[src/rtl/spi_frame_ctrl_if.sv]
// Bus bundle between the SPI slave / sample producer and spi_frame_ctrl.
interface spi_frame_ctrl_if #(
  parameter int DATA_WIDTH = 16,
  parameter int REG_NUM    = 8
);
  logic [DATA_WIDTH-1:0] rxd_data;
  logic                  flag_done;
  logic                  fifo_wr_en;
  logic [7:0]            fifo_wr_data;
  logic [DATA_WIDTH-1:0] txd_data;
  logic [8*REG_NUM-1:0]  reg_q;
  logic                  fifo_full;
  logic                  fifo_empty;

  modport master (
    output rxd_data, flag_done, fifo_wr_en, fifo_wr_data,
    input  txd_data, reg_q, fifo_full, fifo_empty
  );

  modport slave (
    input  rxd_data, flag_done, fifo_wr_en, fifo_wr_data,
    output txd_data, reg_q, fifo_full, fifo_empty
  );
endinterface

[src/rtl/spi_frame_ctrl.sv]
// SPI frame decoder/responder: register file, ID read, sample-FIFO pops.
// Define SPI_FRAME_WR_ECHO_EN to make write frames respond with status and echoed data.
module spi_frame_ctrl #(
  parameter int         DATA_WIDTH = 16,
  parameter int         REG_NUM    = 8,
  parameter logic [7:0] DEV_ID     = 8'h5A,
  parameter logic [6:0] FIFO_ADDR  = 7'h7F,
  parameter int         FIFO_DEPTH = 16
) (
  input logic              clk,
  input logic              rst,
  spi_frame_ctrl_if.slave  bus
);
  localparam int PW  = $clog2(FIFO_DEPTH);
  localparam int RIW = $clog2(REG_NUM);

  typedef enum logic [1:0] {S_IDLE, S_DECODE, S_EXEC, S_RESP} state_t;
  typedef enum logic [1:0] {A_ID, A_REG, A_FIFO, A_INV} acls_t;

  state_t                    state;
  acls_t                     acls;
  logic [DATA_WIDTH-1:0]     frame;
  logic                      rw;
  logic [6:0]                addr;
  logic [7:0]                wdata;
  logic [DATA_WIDTH-1:0]     txd;
  logic [REG_NUM-1:0][7:0]   regs;
  logic                      ovr, fovf;

  logic [7:0]                mem [FIFO_DEPTH];
  logic [PW-1:0]             wptr, rptr;
  logic [PW:0]               cnt, cnt_ap;
  logic                      full, empty, push, push_drop, pop;

  assign full      = (cnt == (PW+1)'(FIFO_DEPTH));
  assign empty     = (cnt == '0);
  assign push      = bus.fifo_wr_en && !full;
  assign push_drop = bus.fifo_wr_en && full;
  assign pop       = (state == S_EXEC) && rw && (acls == A_FIFO) && !empty;
  // Status flags reflect the FIFO after this frame's pop, ignoring a concurrent push.
  assign cnt_ap    = cnt - {{PW{1'b0}}, pop};

  always_ff @(posedge clk) begin
    if (rst) begin
      wptr <= '0;
      rptr <= '0;
      cnt  <= '0;
    end else begin
      if (push) begin
        mem[wptr] <= bus.fifo_wr_data;
        wptr      <= wptr + 1'b1;
      end
      if (pop) rptr <= rptr + 1'b1;
      case ({push, pop})
        2'b10:   cnt <= cnt + 1'b1;
        2'b01:   cnt <= cnt - 1'b1;
        default: ;
      endcase
    end
  end

  function automatic acls_t classify(input logic [6:0] a);
    if (a == 7'd0)                 return A_ID;
    else if (a == FIFO_ADDR)       return A_FIFO;
    else if (a < 7'(REG_NUM))      return A_REG;
    else                           return A_INV;
  endfunction

  logic                  err_x, has_status, rep;
  logic [7:0]            rdata_x;
  logic [7:0]            status_x;
  logic [DATA_WIDTH-1:0] txd_next;

  always_comb begin
    err_x      = 1'b0;
    rdata_x    = 8'h00;
    has_status = 1'b1;
    if (rw) begin
      case (acls)
        A_ID:    rdata_x = DEV_ID;
        A_REG:   rdata_x = regs[addr[RIW-1:0]];
        A_FIFO:  if (empty) err_x = 1'b1; else rdata_x = mem[rptr];
        default: err_x = 1'b1;
      endcase
    end else begin
      err_x = (acls != A_REG);
`ifdef SPI_FRAME_WR_ECHO_EN
      rdata_x = (acls == A_REG) ? wdata : 8'h00;
`else
      has_status = 1'b0;
`endif
    end
    status_x = {1'b1, err_x, (cnt_ap == '0), (cnt_ap == (PW+1)'(FIFO_DEPTH)), fovf, ovr, 2'b00};
    txd_next = has_status ? {status_x, rdata_x} : '0;
  end

  // A response that carries STATUS consumes the sticky bits it reported; new events still land.
  assign rep = (state == S_EXEC) && has_status;

  always_ff @(posedge clk) begin
    if (rst) begin
      state <= S_IDLE;
      acls  <= A_ID;
      frame <= '0;
      rw    <= 1'b0;
      addr  <= '0;
      wdata <= '0;
      txd   <= '0;
      regs  <= '0;
      ovr   <= 1'b0;
      fovf  <= 1'b0;
    end else begin
      ovr  <= (ovr && !rep) || (bus.flag_done && state != S_IDLE);
      fovf <= (fovf && !rep) || push_drop;
      case (state)
        S_IDLE: if (bus.flag_done) begin
          frame <= bus.rxd_data;
          txd   <= '0;
          state <= S_DECODE;
        end
        S_DECODE: begin
          rw    <= frame[DATA_WIDTH-1];
          addr  <= frame[14:8];
          wdata <= frame[7:0];
          acls  <= classify(frame[14:8]);
          state <= S_EXEC;
        end
        S_EXEC: begin
          if (!rw && acls == A_REG) regs[addr[RIW-1:0]] <= wdata;
          txd   <= txd_next;
          state <= S_RESP;
        end
        default: state <= S_IDLE;
      endcase
    end
  end

  assign bus.txd_data   = txd;
  assign bus.reg_q      = regs;
  assign bus.fifo_full  = full;
  assign bus.fifo_empty = empty;
endmodule

[src/flat_wrapper.sv]
// flat-port wrapper written by rule: the top's interface ports become plain ports
module spi_frame_ctrl_flat 
#(
  parameter int         DATA_WIDTH = 16,
  parameter int         REG_NUM    = 8,
  parameter logic [7:0] DEV_ID     = 8'h5A,
  parameter logic [6:0] FIFO_ADDR  = 7'h7F,
  parameter int         FIFO_DEPTH = 16
)
  (clk, rst, bus_rxd_data, bus_flag_done, bus_fifo_wr_en, bus_fifo_wr_data, bus_txd_data, bus_reg_q, bus_fifo_full, bus_fifo_empty);
  spi_frame_ctrl_if #(.DATA_WIDTH(DATA_WIDTH), .REG_NUM(REG_NUM)) bus_i ();
  input logic clk;
  input logic rst;
  input wire logic [$bits(bus_i.rxd_data)-1:0] bus_rxd_data;
  input wire logic [$bits(bus_i.flag_done)-1:0] bus_flag_done;
  input wire logic [$bits(bus_i.fifo_wr_en)-1:0] bus_fifo_wr_en;
  input wire logic [$bits(bus_i.fifo_wr_data)-1:0] bus_fifo_wr_data;
  output wire logic [$bits(bus_i.txd_data)-1:0] bus_txd_data;
  output wire logic [$bits(bus_i.reg_q)-1:0] bus_reg_q;
  output wire logic [$bits(bus_i.fifo_full)-1:0] bus_fifo_full;
  output wire logic [$bits(bus_i.fifo_empty)-1:0] bus_fifo_empty;
  assign bus_i.rxd_data = bus_rxd_data;
  assign bus_i.flag_done = bus_flag_done;
  assign bus_i.fifo_wr_en = bus_fifo_wr_en;
  assign bus_i.fifo_wr_data = bus_fifo_wr_data;
  assign bus_txd_data = bus_i.txd_data;
  assign bus_reg_q = bus_i.reg_q;
  assign bus_fifo_full = bus_i.fifo_full;
  assign bus_fifo_empty = bus_i.fifo_empty;
  spi_frame_ctrl #(.DATA_WIDTH(DATA_WIDTH), .REG_NUM(REG_NUM), .DEV_ID(DEV_ID), .FIFO_ADDR(FIFO_ADDR), .FIFO_DEPTH(FIFO_DEPTH)) u_core (.clk(clk), .rst(rst), .bus(bus_i));
endmodule
[config.mk]
export PLATFORM = sky130hd
export DESIGN_NAME = spi_frame_ctrl_flat
export DESIGN_NICKNAME = d
export VERILOG_FILES = /design/src/rtl/spi_frame_ctrl_if.sv /design/src/rtl/spi_frame_ctrl.sv /design/src/flat_wrapper.sv
export SDC_FILE = /design/constraint.sdc
export NUM_CORES = 1
export LEC_CHECK = 0
export ABC_CLOCK_PERIOD_IN_PS = 8600
export BUFFER_PORTS_ARGS = -buffer_cell sky130_fd_sc_hd__buf_4
export CORE_UTILIZATION = 50
export DETAILED_ROUTE_END_ITERATION = 8
export GPL_ROUTABILITY_DRIVEN = 0
export HOLD_SLACK_MARGIN = 0.03
export PLACE_DENSITY = 0.69
export SLEW_MARGIN = 20
export SYNTH_ARGS = -nofsm -noshare
export SYNTH_HDL_FRONTEND = slang
export SYNTH_SLANG_ARGS = --single-unit
[constraint.sdc]
create_clock -name clk -period 8.6 [get_ports clk]
set_input_delay 0.43 -clock clk [delete_from_list [all_inputs] [get_ports clk]]
set_output_delay 0.43 -clock clk [all_outputs]
set_load 0.05 [all_outputs]
==> metrics.txt <==
r2r endpoint=u_core.cnt[4]; I/O pin cnt=110; Seq cells post-synth=257; YS warnings=0; Iter 0 DRT Violations=434; Max Clock Skew=11.6 ps; syn_area_per_cell=12.5 µm²; Period minus WS final=3010 ps; die height=148 µm; Post-Route Setup TNS=0 ps; Routed Antenna Nets=0; H-tree levels=1; # rows=53; crit path max fanout=6; most area-consuming cells after synthesis=edfxtp_1 (36%), dfxtp_1 (24%), mux2i_1 (8.8%); portion of total power attributed to the clock network=41.5%; endpoint class of the critical path=flop; CP top delay family=compound AO/OA/AOI/OAI gates; FILL cells=1697; status=finished, final reports clean; total gr overflow=0; Crit path buffers/inverters=1; Final Cycle Share=35.0%; antenna violations before repair=0; Worst Reg-to-Reg Cells=11; routed len/inst=19.4 µm; CTS tree=built; Vias/cell=5.64; critical path type=flop to flop; Switching Share=23.7%; Synth async-reset ratio=0%; first-pass GRT wire length=37500 µm; Hold Startpoint=bus_rxd_data[7]; critical path cell sequence=inv_1 -> ha_1 -> nand2_1 -> a2111oi_4 -> ha_1 -> ha_1 -> a21o_1 -> a21oi_1 -> xor2_1 -> or3_1 -> a21oi_1; max frequency=332 MHz; CP startpoint kind=flop; GRT Util Overall=22.2%; layout net count=982; CTS Hold Bufs=0; Power Internal=2.09 mW; Pins Over Slew Limit=0; die area=0.0219 mm²; Vias=6939; CP max stage cell=a2111oi_4; RSZ-0062 raised after global routing=no; DR pass1 iterations=5; CP dominant cell by count=ha_1; final hold violations=0; setup bufs post-CTS=0; area grow syn2layout=17.0%; I/O Buffers=107; total of max-cap violations=0; Crit path arrival time=3470 ps; Post-Synthesis Cells=849; clk buf depth=3; most frequent cells in the layout=dfxtp_1 (128), edfxtp_1 (128), buf_4 (119); Initial Utilization=50.8%; R2R Setup Slk=5590 ps; hold path endpoint=u_core.frame[7]; commonest register cell after synthesis=dfxtp_1; Pleak=4.39 nW; Total Wirelength=23800 µm; NetSw=0.649 mW; power share of the combinational group=8.7%; CP required=9060 ps; Worst R2R Start=u_core.state[0]; Root Driver=clkbuf_16; Core ar.=0.0210 mm²; # diodes=0; fin util=59.5%; die width=148 µm; sequential power share=49.8%; clk_lat worst skew=530 ps; PostCTS Resize Cnt=0; drc violations=0; Synth top area share=36.1%; Critical Path Start=u_core.state[0]; WHS Path Cells=3; DPL Wire Length=15700 µm; PD cells=220 mW/mm²; Max transition margin=33.9%; Synth Cell Area=0.0106 mm²; vias in the first global route=6788; proportion of layout cells with a drive suffix above 1=20.8%; Post-synth EDFFs=128; worst-margin pin slew=990 ps; largest net degree at the start of global routing=74; Num CTS Buffers=27; leading area contributor after synthesis=edfxtp_1; post-synth cell types=60; Largest stage delay, worst path=570 ps; clk sinks=257; VDD IR max=174 µV; Setup Viol. Count Final=0; min-delay worst type=input pin to flop; part of the Yosys area used for sequential elements=60.4%; CTS clk-pin slew, worst paths=60 ps
## cell usage after synthesis, types with 7 or more instances
cell type  count
dfxtp_1      129
edfxtp_1     128
nor2_1        98
mux2i_1       94
nand2_1       78
a21oi_1       53
clkbuf_1      31
nand3_1       31
mux4_2        24
a22oi_1       16
ha_1          13
buf_4         12
buf_2         11
inv_1         10
o21ai_0        8
nor3_1         7
xor2_1         7
## stage by stage
stage | worst slack [ps] | total power, mW | area [µm²] | hold slack [ps] | cells
CTS | 5610 | 2.76 | 12500 | 140 | 1230
finish | 5590 | 2.74 | 12500 | 155 | 1230
global route | 5320 | 2.84 | 12500 | 159 | 1230
floorplan | 5870 | 1.56 | 10700 | 436 | 850
detailed placement | 5590 | 1.63 | 11600 | 447 | 1186
global placement | 5670 | 1.62 | 11600 | 441 | 1186
## registers in the layout (all words and copies together), names as in the netlist, 2 cells and up, named ones only
name                 cells
u_core.state             2
u_core.wdata             8
u_core.bus.txd_data     14
u_core.cnt               5
u_core.wptr              4
u_core.rptr              4
u_core.mem             128
u_core.addr              3
u_core.acls              2
u_core.frame            16
u_core.bus.reg_q        64
## how the worst max path moves through the flow
stage	endpoint	cells past startpoint
after detailed placement	u_core.cnt[4]	11
after global placement	u_core.cnt[4]	11
final	u_core.cnt[4]	11
after global routing	u_core.cnt[4]	11
after floorplan	u_core.cnt[4]	11
after CTS	u_core.cnt[4]	11
## tightest hold or removal path, stage by stage
cell and delay [ps]:
buf_4 110, nand2_1 50, a21oi_1 50
## area by class of cell
type	instances	area [µm²]	share of cell area (%)
tap	275	344	2.76
inverter	10	37.5	0.301
clock buffer	35	736	5.90
sequential	257	6430	51.6
multi-input combinational	525	3900	31.3
clock inverter	9	123	0.984
timing repair buffer	119	893	7.17
## routing by layer
layer,vias up,routed length (µm),global-route usage [%]
met5,-,0,0
met4,0,879,9.43
met3,51,1480,3.40
met2,221,11500,36.7
met1,3397,9980,29.2
li1,3270,-,-
## power by group through the flow
stage	Sequential [mW]	Clock, mW	Combinational (mW)
after global routing	1.37	1.21	0.267
after floorplan	1.37	0	0.199
after CTS	1.37	1.16	0.240
final	1.37	1.14	0.238
after detailed placement	1.39	0	0.239
after global placement	1.39	0	0.235
## logic make-up (layout without fill, tap and decap cells)
kind of cell / after synthesis / after routing / synth area share, %
DFF: 257 / 257 / 60.4
and+or+nand+nor: 255 / 255 / 11.0
muxes: 129 / 129 / 15.9
AOI/OAI and AO/OA: 112 / 112 / 6.82
buffers and inverters: 68 / 173 / 3.09
adders and majority gates: 14 / 14 / 1.72
xor gates and xnor gates: 13 / 13 / 1.07
other: 1 / 2 / 0.0352
No activity file was read; power rests on OpenSTA's default activity.
